--- src/rtl/fifo_arb_pkg.sv ---
// Shared types for fifo_push_arb: FSM state encoding and the owner/pointer index width.
package fifo_arb_pkg;

    typedef enum logic {
        IDLE = 1'b0,
        BUSY = 1'b1
    } arb_state_e;

    // Width of a requester index; never below one bit.
    function automatic int ptr_w(input int nreq);
        return (nreq > 1) ? $clog2(nreq) : 1;
    endfunction

endpackage

--- src/rtl/fifo_push_arb_rr_pick.sv ---
// rr_pick: combinational round-robin picker; first set req bit at or after ptr, wrapping.
module rr_pick
    import fifo_arb_pkg::*;
#(
    parameter int NREQ = 4,
    parameter int PW   = ptr_w(NREQ)
) (
    input  logic [NREQ-1:0] req,
    input  logic [PW-1:0]   ptr,
    output logic [PW-1:0]   idx,
    output logic            valid
);

    logic [PW-1:0] cand_s;
    logic          hit_s;

    // Scan offsets 0..NREQ-1 from ptr; only the first hit updates idx.
    always_comb begin
        idx    = '0;
        valid  = 1'b0;
        cand_s = '0;
        hit_s  = 1'b0;
        for (int i = 0; i < NREQ; i++) begin
            cand_s = PW'((int'(ptr) + i) % NREQ);
            hit_s  = req[cand_s] & ~valid;
            idx    = hit_s ? cand_s : idx;
            valid  = valid | req[cand_s];
        end
    end

endmodule

--- src/rtl/fifo_push_arb.sv ---
// fifo_push_arb: round-robin push arbiter with per-grant burst limit feeding a shift-register FIFO.
// Optional per-requester starvation check enabled by macro FIFO_ARB_STARVE_CHK_EN.
module fifo_push_arb
    import fifo_arb_pkg::*;
#(
    parameter int WIDTH      = 8,
    parameter int NREQ       = 4,
    parameter int BURST      = 4,
    parameter int STARVE_MAX = 32
) (
    input  logic                  clk,
    input  logic                  rst,
    input  logic [NREQ-1:0]       req,
    input  logic [NREQ*WIDTH-1:0] req_data,
    input  logic                  full,
    output logic [NREQ-1:0]       grant,
    output logic                  push,
    output logic [WIDTH-1:0]      data_out,
    output logic                  starve_err
);

    localparam int PW = ptr_w(NREQ);
    localparam int CW = (BURST > 1) ? $clog2(BURST) : 1;

    arb_state_e    state_q, state_d;
    logic [PW-1:0] owner_q, owner_d;
    logic [PW-1:0] ptr_q, ptr_d;
    logic [CW-1:0] cnt_q, cnt_d;
    logic [PW-1:0] pick_idx_s;
    logic          pick_valid_s;

    rr_pick #(
        .NREQ (NREQ),
        .PW   (PW)
    ) u_pick (
        .req   (req),
        .ptr   (ptr_q),
        .idx   (pick_idx_s),
        .valid (pick_valid_s)
    );

    // Next-state, burst accounting and FIFO-facing outputs.
    always_comb begin
        state_d  = state_q;
        owner_d  = owner_q;
        ptr_d    = ptr_q;
        cnt_d    = cnt_q;
        grant    = '0;
        push     = 1'b0;
        data_out = '0;
        case (state_q)
            IDLE: begin
                if (pick_valid_s) begin
                    state_d = BUSY;
                    owner_d = pick_idx_s;
                end else begin
                    state_d = IDLE;
                end
            end
            BUSY: begin
                grant[owner_q] = 1'b1;
                push           = req[owner_q] & ~full;
                data_out       = req_data[int'(owner_q)*WIDTH +: WIDTH];
                // A dropped request or the last push of the burst hands the bus on.
                if (!req[owner_q] || (push && (cnt_q == CW'(BURST - 1)))) begin
                    state_d = IDLE;
                    cnt_d   = '0;
                    ptr_d   = PW'((int'(owner_q) + 1) % NREQ);
                end else if (push) begin
                    cnt_d = cnt_q + CW'(1);
                end else begin
                    cnt_d = cnt_q;
                end
            end
            default: begin
                state_d = IDLE;
            end
        endcase
    end

    // Arbiter state registers.
    always_ff @(posedge clk or posedge rst) begin
        if (rst) begin
            state_q <= IDLE;
            owner_q <= '0;
            ptr_q   <= '0;
            cnt_q   <= '0;
        end else begin
            state_q <= state_d;
            owner_q <= owner_d;
            ptr_q   <= ptr_d;
            cnt_q   <= cnt_d;
        end
    end

`ifdef FIFO_ARB_STARVE_CHK_EN
    localparam int SW = $clog2(STARVE_MAX + 1);

    logic [SW-1:0] wait_q [NREQ];
    logic [SW-1:0] wait_d [NREQ];
    logic          hit_s;
    logic          starve_q;

    // Saturating wait counters; a grant clears the owner's count.
    always_comb begin
        wait_d = wait_q;
        hit_s  = 1'b0;
        for (int i = 0; i < NREQ; i++) begin
            if (grant[i]) begin
                wait_d[i] = '0;
            end else if (req[i] && (wait_q[i] != SW'(STARVE_MAX))) begin
                wait_d[i] = wait_q[i] + SW'(1);
            end else begin
                wait_d[i] = wait_q[i];
            end
            hit_s = hit_s | (wait_d[i] == SW'(STARVE_MAX));
        end
    end

    // Wait counters and the sticky error flag.
    always_ff @(posedge clk or posedge rst) begin
        if (rst) begin
            for (int i = 0; i < NREQ; i++) begin
                wait_q[i] <= '0;
            end
            starve_q <= 1'b0;
        end else begin
            wait_q   <= wait_d;
            starve_q <= starve_q | hit_s;
        end
    end

    assign starve_err = starve_q;
`else
    assign starve_err = 1'b0;
`endif

endmodule

--- config.mk ---
export PLATFORM = sky130hd
export DESIGN_NAME = fifo_push_arb
export DESIGN_NICKNAME = d
export VERILOG_FILES = /design/src/rtl/fifo_arb_pkg.sv /design/src/rtl/fifo_push_arb_rr_pick.sv /design/src/rtl/fifo_push_arb.sv
export SDC_FILE = /design/constraint.sdc
export NUM_CORES = 1
export LEC_CHECK = 0
export CAP_MARGIN = 40
export CORE_ASPECT_RATIO = 0.9
export CORE_UTILIZATION = 33
export CTS_BUF_LIST = sky130_fd_sc_hd__clkbuf_8
export DETAILED_ROUTE_END_ITERATION = 7
export MAX_ROUTING_LAYER = met4
export PLACE_DENSITY = 0.87
export SLEW_MARGIN = 10
export SYNTH_ARGS = -nofsm -noshare
export SYNTH_HDL_FRONTEND = slang
export SYNTH_HIERARCHICAL = 1
export SYNTH_SLANG_ARGS = --single-unit
--- constraint.sdc ---
create_clock -name clk -period 1.6 [get_ports clk]
set_clock_uncertainty 0.05 [all_clocks]
set_input_delay 0.32 -clock clk [delete_from_list [all_inputs] [get_ports clk]]
set_output_delay 0.32 -clock clk [all_outputs]
set_load 0.01 [all_outputs]
# Yosys cells after proc, flatten, opt, wreduce, memory -nomap -nowiden
# Cells that the tools add are included.
# Widths: inputs -> output; s select.
# word_totals
register_bits,7
in_bits,39
wordCells,61
out_inout_bits,14
# classes
shifts,1
order_cmp,6
add_sub_neg,5
eq_ne,1
n_reduce_logical,8
bitwise,12
mux,24
# ops
op,count
$shiftx 32x6->8,1
$lt 2x3->1 const B,5
$mux 2,6
$bmux 1 s2,5
$mux 1,9
$mux 8,1
$add 2x1->2 const B,3
$reduce_and 2->1,3
$not 1->1,5
$add 2x2->2 const B,2
$and 1x1->1,4
$mux 4,1
$or 1x1->1,3
$demux 1 s2,1
$eq 2x2->1 const B,1
$ge 2x1->1 const B,1
$logic_and 1x1->1,2
$pmux 1 s2,1
$reduce_bool 2->1,1
$logic_not 1->1,1
$logic_or 1x1->1,1

# Longest topological paths before layout
# Gate-level depths: netlist (run 1).
# depth
depth_word,8
mapped_depth,5

# By module
# Netlist (run 1), hierarchy kept.
# modules_own_cells
module,cells_per_inst,instances,seq_area_each_um2,area_per_inst_um2
fifo_push_arb,66,1,175.2,733.2
rr_pick,12,1,0.0,73.8

# Worst setup path before layout (run 1)
# OpenSTA, ideal clock, no wires.
# synth_timing
path_kind,register -> output
startpoint,reg owner_q[0]
endpoint,out data_out[0]
slack_ns,-0.043
n_path_buf,1
stages_incl_launch_ff,4
t_arrival_ns,1.273
path_cell_list,dfrtp_1 -> buf_6 -> mux4_1 -> and2_1
# synth_via
elab_chain_cells,2
# synth_rtl
item,line_no,rtl
from (decl),fifo_push_arb.sv:26,"logic [PW-1:0] owner_q, owner_d;"
from (signal assigned),fifo_push_arb.sv:90,owner_q <= owner_d;
$shiftx 32x6->8,fifo_push_arb.sv:63,data_out = req_data[int'(owner_q)*WIDTH +: WIDTH];
$mux 8,fifo_push_arb.sv:51,case (state_q)
to (decl),fifo_push_arb.sv:18,"output logic [WIDTH-1:0] data_out,"
# No other way between the ends.

# Worst setup path after layout (run 1)
# layout_timing
startpoint,reg owner_q[0]
endpoint,out data_out[3]
# Same word-level chain as after synthesis.

==> results of run 1 <==
## registers in the layout, indices dropped and copies added (netlist names)
name and cells:
state_q 1, cnt_q 2, ptr_q 2, owner_q 2
## placed cells by master, fill, tap and decap left out, types with 2 or more instances in the layout
cell type / n
ha_4: 3
clkbuf_8: 3
nand2_1: 3
dfrtp_1: 7
o21ai_0: 3
mux2_4: 3
buf_4: 16
mux2i_4: 2
dlygate4sd2_1: 4
inv_1: 6
nand2b_1: 2
nor2_1: 3
and2_1: 2
and2_4: 10
clkdlybuf4s50_1: 34
buf_12: 2
or4_4: 2
nor2_2: 2
mux4_2: 8
a21oi_1: 4
buf_2: 3
buf_6: 17
## what timing repair did
| item | 4_1_cts | 5_1_grt |
|---|---|---|
| resized for setup | 94 | 17 |
| pin swaps | 10 | 3 |
| buffers inserted | 7 | 4 |
| endpoints found under the setup margin | 18 | 17 |
## power groups by stage
| stage | clock network [mW] | logic [mW] | registers, mW |
|---|---|---|---|
| finish | 0.246 | 2.27 | 0.366 |
| global route | 0.263 | 2.42 | 0.379 |
| CTS | 0.252 | 2.05 | 0.355 |
| detailed placement | 0 | 1.65 | 0.348 |
| global placement | 0 | 1.58 | 0.341 |
| floorplan | 0 | 0.895 | 0.344 |
## final cells by class
type	instances	area (um2)	share of cell area [%]
Tap cell	27	33.8	1.97
Timing Repair Buffer	76	742	43.3
Sequential cell	7	175	10.2
Clock inverter	1	3.75	0.219
Inverter	7	33.8	1.97
Multi-Input combinational cell	60	686	40.0
Clock buffer	3	41.3	2.41
## metal layers
metal  track usage (%)  part of all wire, %  vias to the layer above
met1              22.8                   34                      436
met2              45.9                   58                       46
met5                 -                    0                        -
li1                  -                    -                      433
met4              12.0                  1.9                        0
met3              2.80                  6.2                        8
## critical path, stage by stage (launching register included)
cell and delay, ps:
dfrtp_1 360, buf_6 140, buf_12 100, mux4_2 500, and2_4 160, buf_6 110
## metrics by stage
stage / cell area, um2 / instances
after floorplan: 827 / 78
after global placement: 1470 / 167
after detailed placement: 1470 / 167
after CTS: 1620 / 178
after global routing: 1720 / 181
final: 1720 / 181
## how the worst min path moves through the flow
stage               slack (ps)  cells after the start         end
global route               310                      2  owner_q[1]
floorplan                   70                      1    cnt_q[0]
global placement           470                      1    ptr_q[0]
finish                     260                      2  owner_q[1]
detailed placement         490                      1    ptr_q[0]
CTS                        270                      2    ptr_q[0]
## logic make-up (layout without fill, tap and decap cells)
group,count (synthesis),in the layout
AO/OA/AOI/OAI,12,12
adder cells (fa/ha/maj),5,5
buffers and inverters,11,87
flip-flops,7,7
multiplexers,14,14
other,1,1
AND/OR/NAND/NOR,28,28
==> results by group, run 1 <==
Status
  • Status: complete, but fails checks
  • Failing checks: negative setup slack

Global route
  • Antenna violations before repair: 0
  • Total grt overflow: 0
  • First-pass GRT wire length: 4.46 mm
  • Largest net degree at the start of global routing: 12
  • Vias in the first global route: 952
  • Total GRT Usage: 24.3%

CTS
  • Clock slew at reported path FFs: 40 ps
  • TritonCTS clock tree: done
  • Inserted Clock Buffers: 3
  • Max clock buf depth: 2
  • # H-tree levels: 1
  • Worst-Skew Late Latency: 230 ps
  • Cts hold-fix bufs: 0
  • Clk root buf: clkbuf_8
  • CTS sink cnt: 7

Drt
  • Routed Antenna Nets: 0
  • DR WL/cell: 17.0 um
  • First-pass detailed-route iteration total: 4
  • Post-Route WL: 3.08 mm
  • Via count: 923
  • Vias per cell: 5.10
  • # DRC: 0
  • Initial DRC count: 27

Worst setup path
  • Worst-path fanout max: 6
  • R2r startpoint: owner_q[0]
  • R2r setup slk: -270 ps
  • Critical path launch point type: flop
  • RR Endpoint: cnt_q[0]
  • Worst EP arrival: 1600 ps
  • Worst-case reg-to-reg path depth: 7
  • CP endpoint kind: primary output
  • Worst Setup SP: owner_q[0]
  • Worst setup path endpoint: data_out[3]
  • Critical Path RT: 1230 ps
  • Setup Crit Path Kind: flop to primary output

Synthesis
  • Top cells by area, synth: mux4_1 26%, dfrtp_1 22%, and2_1 9.3%
  • Avg Cell Area, Syn: 10.3 um2
  • Post-Synth Simple-Gate Area: 19.5%
  • Largest area contributor in the netlist: mux4_1
  • Synth top cells by count: 12 x and2_1, 8 x mux4_1, 7 x dfrtp_1, 7 x inv_1
  • Synth top area share: 26.0%
  • Top FF cell, synth: dfrtp_1
  • Ys async rst share: 100%
  • Unique cell type count in the Yosys netlist: 27
  • Synth Area in XOR/XNOR: 0%
  • Post-synth EDFFs: 0
  • Multiplexer share of the synthesized area: 34.4%
  • Synth Area in Compound Gates: 9.46%
  • Syn_nets: 122
  • Post-Synth Adder-Cell Area: 7.75%
  • Main combinational cell family by area after synthesis: multiplexers
  • Yosys warnings: 6
  • Sequential element share of the synthesized area: 21.7%
  • Synth Cell Area: 807 um2
  • Yosys reg bits: 7
  • Cell with the most instances after synthesis: and2_1
  • Cells after synthesis: 78

Pwr
  • Combinational fraction of design power: 78.8%
  • Int Pwr: 1.86 mW
  • Leakage: 0.756 nW
  • PwrDens: 1680 nW/um2
  • Sequential power share: 12.7%
  • P_sw: 1.03 mW
  • Switching Share: 35.6%
  • Max IR drop VDD: 0.00108 V
  • Overall power: 2.88 mW
  • Clock power frac: 8.5%

Die
  • Die height: 48.9 um
  • IO Count: 53
  • Die ar.: 2650 um2
  • CORE AREA: 2240 um2
  • DIE WIDTH: 54.1 um
  • Row cnt: 16
  • Initial Util: 36.0%

STA
  • Slew Viols, Final: 0
  • Fmax: 0.507 GHz
  • Final Hold Fails: 0
  • Final Setup Violations: 16
  • TNS Setup: -4150 ps
  • Unrepaired setup endpoints after global routing: yes
  • Period utilization: 123%
  • Min Hold Slack: 265 ps
  • Minimum clock period: 1970 ps
  • Setup ws final: -373 ps

Layout
  • Fraction of layout cells with a size suffix above 1: 51.3%
  • Area delta synth->final: 113%
  • Fillers: 153
  • Nets: 199
  • Final Util: 76.5%
  • Antenna cells: 0

Job
  • Max Cap Viol: 0

Placement
  • Pre-CTS setup slack: -713 ps
  • IO Port Bufs: 51
  • RePlAce Congestion: 0.797
  • Hpwl dp: 2.05 mm

Worst hold path
  • Hold crit path type: input port to async pin
Power figures use the tool's default switching activity.
==> inputs of run 2 (changes only) <==
--- a/config.mk
+++ b/config.mk
@@ -7,6 +7,7 @@
 export LEC_CHECK = 0
 export CAP_MARGIN = 40
 export CORE_ASPECT_RATIO = 0.9
+export CORE_MARGIN = 5
 export CORE_UTILIZATION = 33
 export CTS_BUF_LIST = sky130_fd_sc_hd__clkbuf_8
 export DETAILED_ROUTE_END_ITERATION = 7
==> results by group, run 2 (same netlist as run 1, synthesis figures left out) <==
Die
  • Row cnt: 17 (was 16)
  • Initial Util: 33.6% (was 36.0%)
  • Die height: 56.9 um (was 48.9 um)
  • CORE AREA: 2400 um2 (was 2240 um2)
  • Die ar.: 3540 um2 (was 2650 um2)
  • DIE WIDTH: 62.1 um (was 54.1 um)
  • IO Count: 53 (unchanged)

CTS
  • Max clock buf depth: 2 (unchanged)
  • CTS sink cnt: 7 (unchanged)
  • # H-tree levels: 1 (unchanged)
  • Cts hold-fix bufs: 0 (unchanged)
  • Clock slew at reported path FFs: 40 ps (about the same)
  • Worst-Skew Late Latency: 230 ps (about the same)
  • TritonCTS clock tree: done (unchanged)
  • Clk root buf: clkbuf_8 (unchanged)
  • Inserted Clock Buffers: 3 (unchanged)

STA
  • Final Setup Violations: 15 (was 16)
  • Final Hold Fails: 0 (unchanged)
  • Period utilization: 121% (was 123%)
  • Min Hold Slack: 279 ps (was 265 ps)
  • Fmax: 0.518 GHz (was 0.507 GHz)
  • Slew Viols, Final: 0 (unchanged)
  • Setup ws final: -331 ps (was -373 ps)
  • Minimum clock period: 1930 ps (was 1970 ps)
  • Unrepaired setup endpoints after global routing: yes (unchanged)

Global route
  • Antenna violations before repair: 0 (unchanged)
  • First-pass GRT wire length: 4.95 mm (was 4.46 mm)
  • Total grt overflow: 0 (unchanged)
  • Largest net degree at the start of global routing: 13 (was 12)
  • Vias in the first global route: 1016 (was 952)
  • Total GRT Usage: 18.2% (was 24.3%)

Pwr
  • P_sw: 895 uW (was 1.03 mW)
  • Int Pwr: 1.57 mW (was 1.86 mW)
  • Clock power frac: 10.1% (was 8.5%)
  • PwrDens: 1590 nW/um2 (was 1680 nW/um2)
  • Combinational fraction of design power: 75.7% (was 78.8%)
  • Overall power: 2.47 mW (was 2.88 mW)
  • Leakage: 0.694 nW (was 0.756 nW)
  • Switching Share: 36.2% (was 35.6%)
  • Max IR drop VDD: 0.00102 V (was 0.00108 V)
  • Sequential power share: 14.3% (was 12.7%)

Worst setup path
  • R2r startpoint: owner_q[0] (unchanged)
  • CP endpoint kind: primary output (unchanged)
  • Worst Setup SP: owner_q[0] (unchanged)
  • CP max stage delay: 510 ps (was 500 ps)
  • Critical Path RT: 1230 ps (about the same)
  • RR Endpoint: cnt_q[0] (unchanged)
  • Worst EP arrival: 1560 ps (was 1600 ps)
  • CP max stage cell: mux4_2 (unchanged)
  • Worst setup path endpoint: data_out[0] (was data_out[3])
  • Worst path cell trace: buf_6, mux4_2, and2_4, buf_6 (was buf_6, buf_12, mux4_2, and2_4, buf_6)
  • Most used cell, CP: buf_6 (unchanged)
  • Setup Crit Path Kind: flop to primary output (unchanged)
  • Worst-path fanout max: 8 (was 6)
  • Worst-case reg-to-reg path depth: 7 (unchanged)
  • Critical path launch point type: flop (unchanged)
  • R2r setup slk: -300 ps (was -270 ps)

Layout
  • Commonest non-fill, non-tap cell in the layout: clkdlybuf4s50_1 (unchanged)
  • Fraction of layout cells with a size suffix above 1: 45.3% (was 51.3%)
  • Most frequent cells in the layout: 35 x clkdlybuf4s50_1, 16 x buf_4, 13 x buf_6 (was 34 x clkdlybuf4s50_1, 17 x buf_6, 16 x buf_4)
  • Top Registers: cnt_q (2), owner_q (2), ptr_q (2) (unchanged)
  • Area delta synth->final: 91.9% (was 113%)
  • Finished Layout Cells: 176 (was 181)
  • Antenna cells: 0 (unchanged)
  • Final Util: 64.4% (was 76.5%)
  • Nets: 193 (was 199)

Drt
  • Post-Route WL: 3.07 mm (was 3.08 mm)
  • Vias per cell: 5.03 (was 5.10)
  • First-pass detailed-route iteration total: 3 (was 4)
  • Routed Antenna Nets: 0 (unchanged)
  • Initial DRC count: 16 (was 27)
  • Via count: 885 (was 923)
  • # DRC: 0 (unchanged)
  • DR WL/cell: 17.4 um (was 17.0 um)

Placement
  • Hpwl dp: 2.52 mm (was 2.05 mm)
  • Placed cell count: 169 (was 167)
  • Pre-CTS setup slack: -685 ps (was -713 ps)
  • IO Port Bufs: 51 (unchanged)
  • RePlAce Congestion: 0.807 (was 0.797)

Status
  • Status: complete, but fails checks (unchanged)
  • Failing checks: negative setup slack (unchanged)

Worst hold path
  • Hold crit path type: input port to async pin (unchanged)

Job
  • Max Cap Viol: 0 (unchanged)
run 2: cell count changes in the layout (fill, tap and decap cells not counted), moves of 2 or more:
cell	previous run	this run
buf_6	17	13
ha_4	3	0
buf_12	2	0
ha_1	1	3
mux2_2	0	2
mux2_4	3	1
mux2i_4	2	0
run 2: layout make-up:
class | instances | area [um2]
Fill cell | 203 | 855
Timing Repair Buffer | 70 | 658
Multi-Input combinational cell | 60 | 608
Sequential cell | 7 | 176
Clock buffer | 3 | 41.3
Tap cell | 28 | 35.0
Inverter | 7 | 26.3
Clock inverter | 1 | 3.75
run 2: how the worst min path moves through the flow:
stage,to,cells past startpoint
global placement,ptr_q[0],1
finish,ptr_q[0],2
detailed placement,cnt_q[1],2
global route,ptr_q[1],2
CTS,ptr_q[1],2
floorplan,cnt_q[0],1
run 2: power by group through the flow:
stage | Clock (mW) | Combinational, mW | Sequential (mW)
global route | 0.275 | 2.01 | 0.362
floorplan | 0 | 0.895 | 0.344
finish | 0.248 | 1.87 | 0.352
CTS | 0.260 | 1.87 | 0.351
global placement | 0 | 1.58 | 0.337
detailed placement | 0 | 1.66 | 0.350
run 2: per-layer routing:
layer | track usage, % | routed length (um) | share of wire [%]
met1 | 18.5 | 1140 | 37
met2 | 33.1 | 1740 | 57
met3 | 3.60 | 116 | 3.8
met4 | 8.67 | 76 | 2.5
met5 | - | 0 | 0
run 2: critical path, delay by kind of cell (launching register included):
family	cells	cell delay, ps
muxes	1	510
DFF	1	390
buffers and inverters	2	280
and+or+nand+nor	1	150
run 2: metrics by stage:
stage / setup TNS, ps / cell area, um2
2_1_floorplan: -292 / 827
3_3_place_gp: -8310 / 1470
3_5_place_dp: -9160 / 1470
4_1_cts: -3780 / 1540
5_1_grt: -4660 / 1550
6_report: -3780 / 1550
run 2: what timing repair did:
action	CTS	global route
pin swaps	10	0
buffers inserted	3	0
resized for setup	87	4
setup endpoints to repair	18	17
gates cloned	0	0
==> inputs of run 3 (changes only) <==
--- a/config.mk
+++ b/config.mk
@@ -13,6 +13,7 @@
 export DETAILED_ROUTE_END_ITERATION = 7
 export MAX_ROUTING_LAYER = met4
 export PLACE_DENSITY = 0.87
+export SKIP_CTS_REPAIR_TIMING = 1
 export SLEW_MARGIN = 10
 export SYNTH_ARGS = -nofsm -noshare
 export SYNTH_HDL_FRONTEND = slang
==> results by group, run 3 (same netlist as run 1, synthesis figures left out) <==
Status
  • Status: complete, but fails checks (unchanged)
  • Failing checks: negative setup slack (unchanged)

CTS
  • Clk root buf: clkbuf_8 (unchanged)
  • Worst-Skew Late Latency: 230 ps (about the same)
  • Inserted Clock Buffers: 3 (unchanged)
  • CTS sink cnt: 7 (unchanged)
  • Max clock buf depth: 2 (unchanged)
  • # H-tree levels: 1 (unchanged)
  • TritonCTS clock tree: done (unchanged)
  • Clock slew at reported path FFs: 40 ps (about the same)

Drt
  • # DRC: 0 (unchanged)
  • Routed Antenna Nets: 0 (unchanged)
  • Initial DRC count: 20 (was 16)
  • Post-Route WL: 3.15 mm (was 3.07 mm)
  • Via count: 899 (was 885)
  • DR WL/cell: 18.0 um (was 17.4 um)
  • Vias per cell: 5.14 (was 5.03)
  • First-pass detailed-route iteration total: 4 (was 3)

Global route
  • Total grt overflow: 0 (unchanged)
  • Vias in the first global route: 973 (was 1016)
  • Total GRT Usage: 17.2% (was 18.2%)
  • Antenna violations before repair: 0 (unchanged)
  • First-pass GRT wire length: 4.69 mm (was 4.95 mm)
  • Largest net degree at the start of global routing: 13 (unchanged)

Die
  • Initial Util: 33.6% (unchanged)
  • CORE AREA: 2400 um2 (unchanged)
  • IO Count: 53 (unchanged)
  • Die height: 56.9 um (unchanged)
  • Die ar.: 3540 um2 (unchanged)
  • DIE WIDTH: 62.1 um (unchanged)
  • Row cnt: 17 (unchanged)

Placement
  • Placed cell count: 169 (unchanged)
  • Area after DPL: 1470 um2 (unchanged)
  • RePlAce Congestion: 0.807 (unchanged)
  • Hpwl dp: 2.52 mm (unchanged)
  • Pre-CTS setup slack: -685 ps (unchanged)
  • IO Port Bufs: 51 (unchanged)

STA
  • Final Hold Fails: 0 (unchanged)
  • Period utilization: 120% (was 121%)
  • Minimum clock period: 1920 ps (was 1930 ps)
  • TNS Setup: -3790 ps (was -3780 ps)
  • Fmax: 0.522 GHz (was 0.518 GHz)
  • Final Setup Violations: 16 (was 15)
  • Unrepaired setup endpoints after global routing: yes (unchanged)
  • Min Hold Slack: 274 ps (was 279 ps)
  • Setup ws final: -316 ps (was -331 ps)
  • Slew Viols, Final: 0 (unchanged)

Pwr
  • Overall power: 2.69 mW (was 2.47 mW)
  • Max IR drop VDD: 0.00105 V (was 0.00102 V)
  • Leakage: 0.734 nW (was 0.694 nW)
  • PwrDens: 1620 nW/um2 (was 1590 nW/um2)

Layout
  • Final Util: 69.0% (was 64.4%)
  • Fraction of layout cells with a size suffix above 1: 49.7% (was 45.3%)
  • Commonest non-fill, non-tap cell in the layout: clkdlybuf4s50_1 (unchanged)
  • Area of the multi-input gates: 686 um2 (was 608 um2)
  • Finished Layout Cells: 175 (was 176)
  • Nets: 192 (was 193)
  • Sequential Area: 176 um2 (unchanged)
  • Fillers: 178 (was 203)
  • Most frequent cells in the layout: 35 x clkdlybuf4s50_1, 17 x buf_6, 13 x buf_4 (was 35 x clkdlybuf4s50_1, 16 x buf_4, 13 x buf_6)
  • Area delta synth->final: 105% (was 91.9%)
  • Antenna cells: 0 (unchanged)
  • Top Registers: cnt_q (2), owner_q (2), ptr_q (2) (unchanged)
  • Final instance area: 1660 um2 (was 1550 um2)

Worst setup path
  • Worst EP arrival: 1550 ps (was 1560 ps)
  • Setup Crit Path Kind: flop to primary output (unchanged)
  • CP endpoint kind: primary output (unchanged)
  • Worst-path fanout max: 7 (was 8)
  • Critical Path RT: 1230 ps (about the same)
  • Critical path launch point type: flop (unchanged)

Job
  • Max Cap Viol: 0 (unchanged)

Worst hold path
  • Hold crit path type: input port to async pin (unchanged)
-- run 3: cell count changes in the layout (fill, tap and decap cells not counted), moves of 2 or more --
cell,delta
buf_6,+4
ha_4,+4
buf_4,-3
dlygate4sd2_1,-3
dlymetal6s2s_1,+3
and2_1,-2
and2_4,+2
buf_2,-2
ha_1,-2
ha_2,-2
-- run 3: final cells by class --
class | count | share of cell area, %
well taps | 28 | 2.11
clock buffers | 3 | 2.49
multi-input cells | 60 | 41.4
inverters | 7 | 2.04
repair buffers | 69 | 41.1
flip-flops and latches | 7 | 10.6
clock inverters | 1 | 0.226
-- run 3: routing by layer --
metal  up-vias  track usage [%]  part of all wire (%)
met5         -                -                     0
met3         9             2.60                   3.5
li1        419                -                     -
met2        32             32.5                    57
met1       439             17.7                    37
met4         0             6.19                   2.3
-- run 3: final timing paths --
path                                 start           to  slack (ps)  depth (start not counted)
worst max register to register  owner_q[0]     cnt_q[0]        -260                          7
worst min register to register    cnt_q[1]     cnt_q[1]         510                          2
min in group clk                  cnt_q[1]     cnt_q[1]         510                          2
worst max-delay path            owner_q[0]  data_out[0]        -320                          4
max in group asynchronous              rst   owner_q[1]         990                          2
worst min-delay path                   rst     ptr_q[0]         270                          2
-- run 3: worst max-delay path: stages (launching register included) --
cell and delay, ps:
dfrtp_1 370, buf_6 160, mux4_2 510, and2_4 150, buf_6 110
-- run 3: power by group --
part,total [mW],internal [mW],switching [mW]
Sequential,0.365,0.264,0.101
Combinational,2.07,1.26,0.814
Clock,0.251,0.167,0.0849
Total,2.69,1.69,1.00
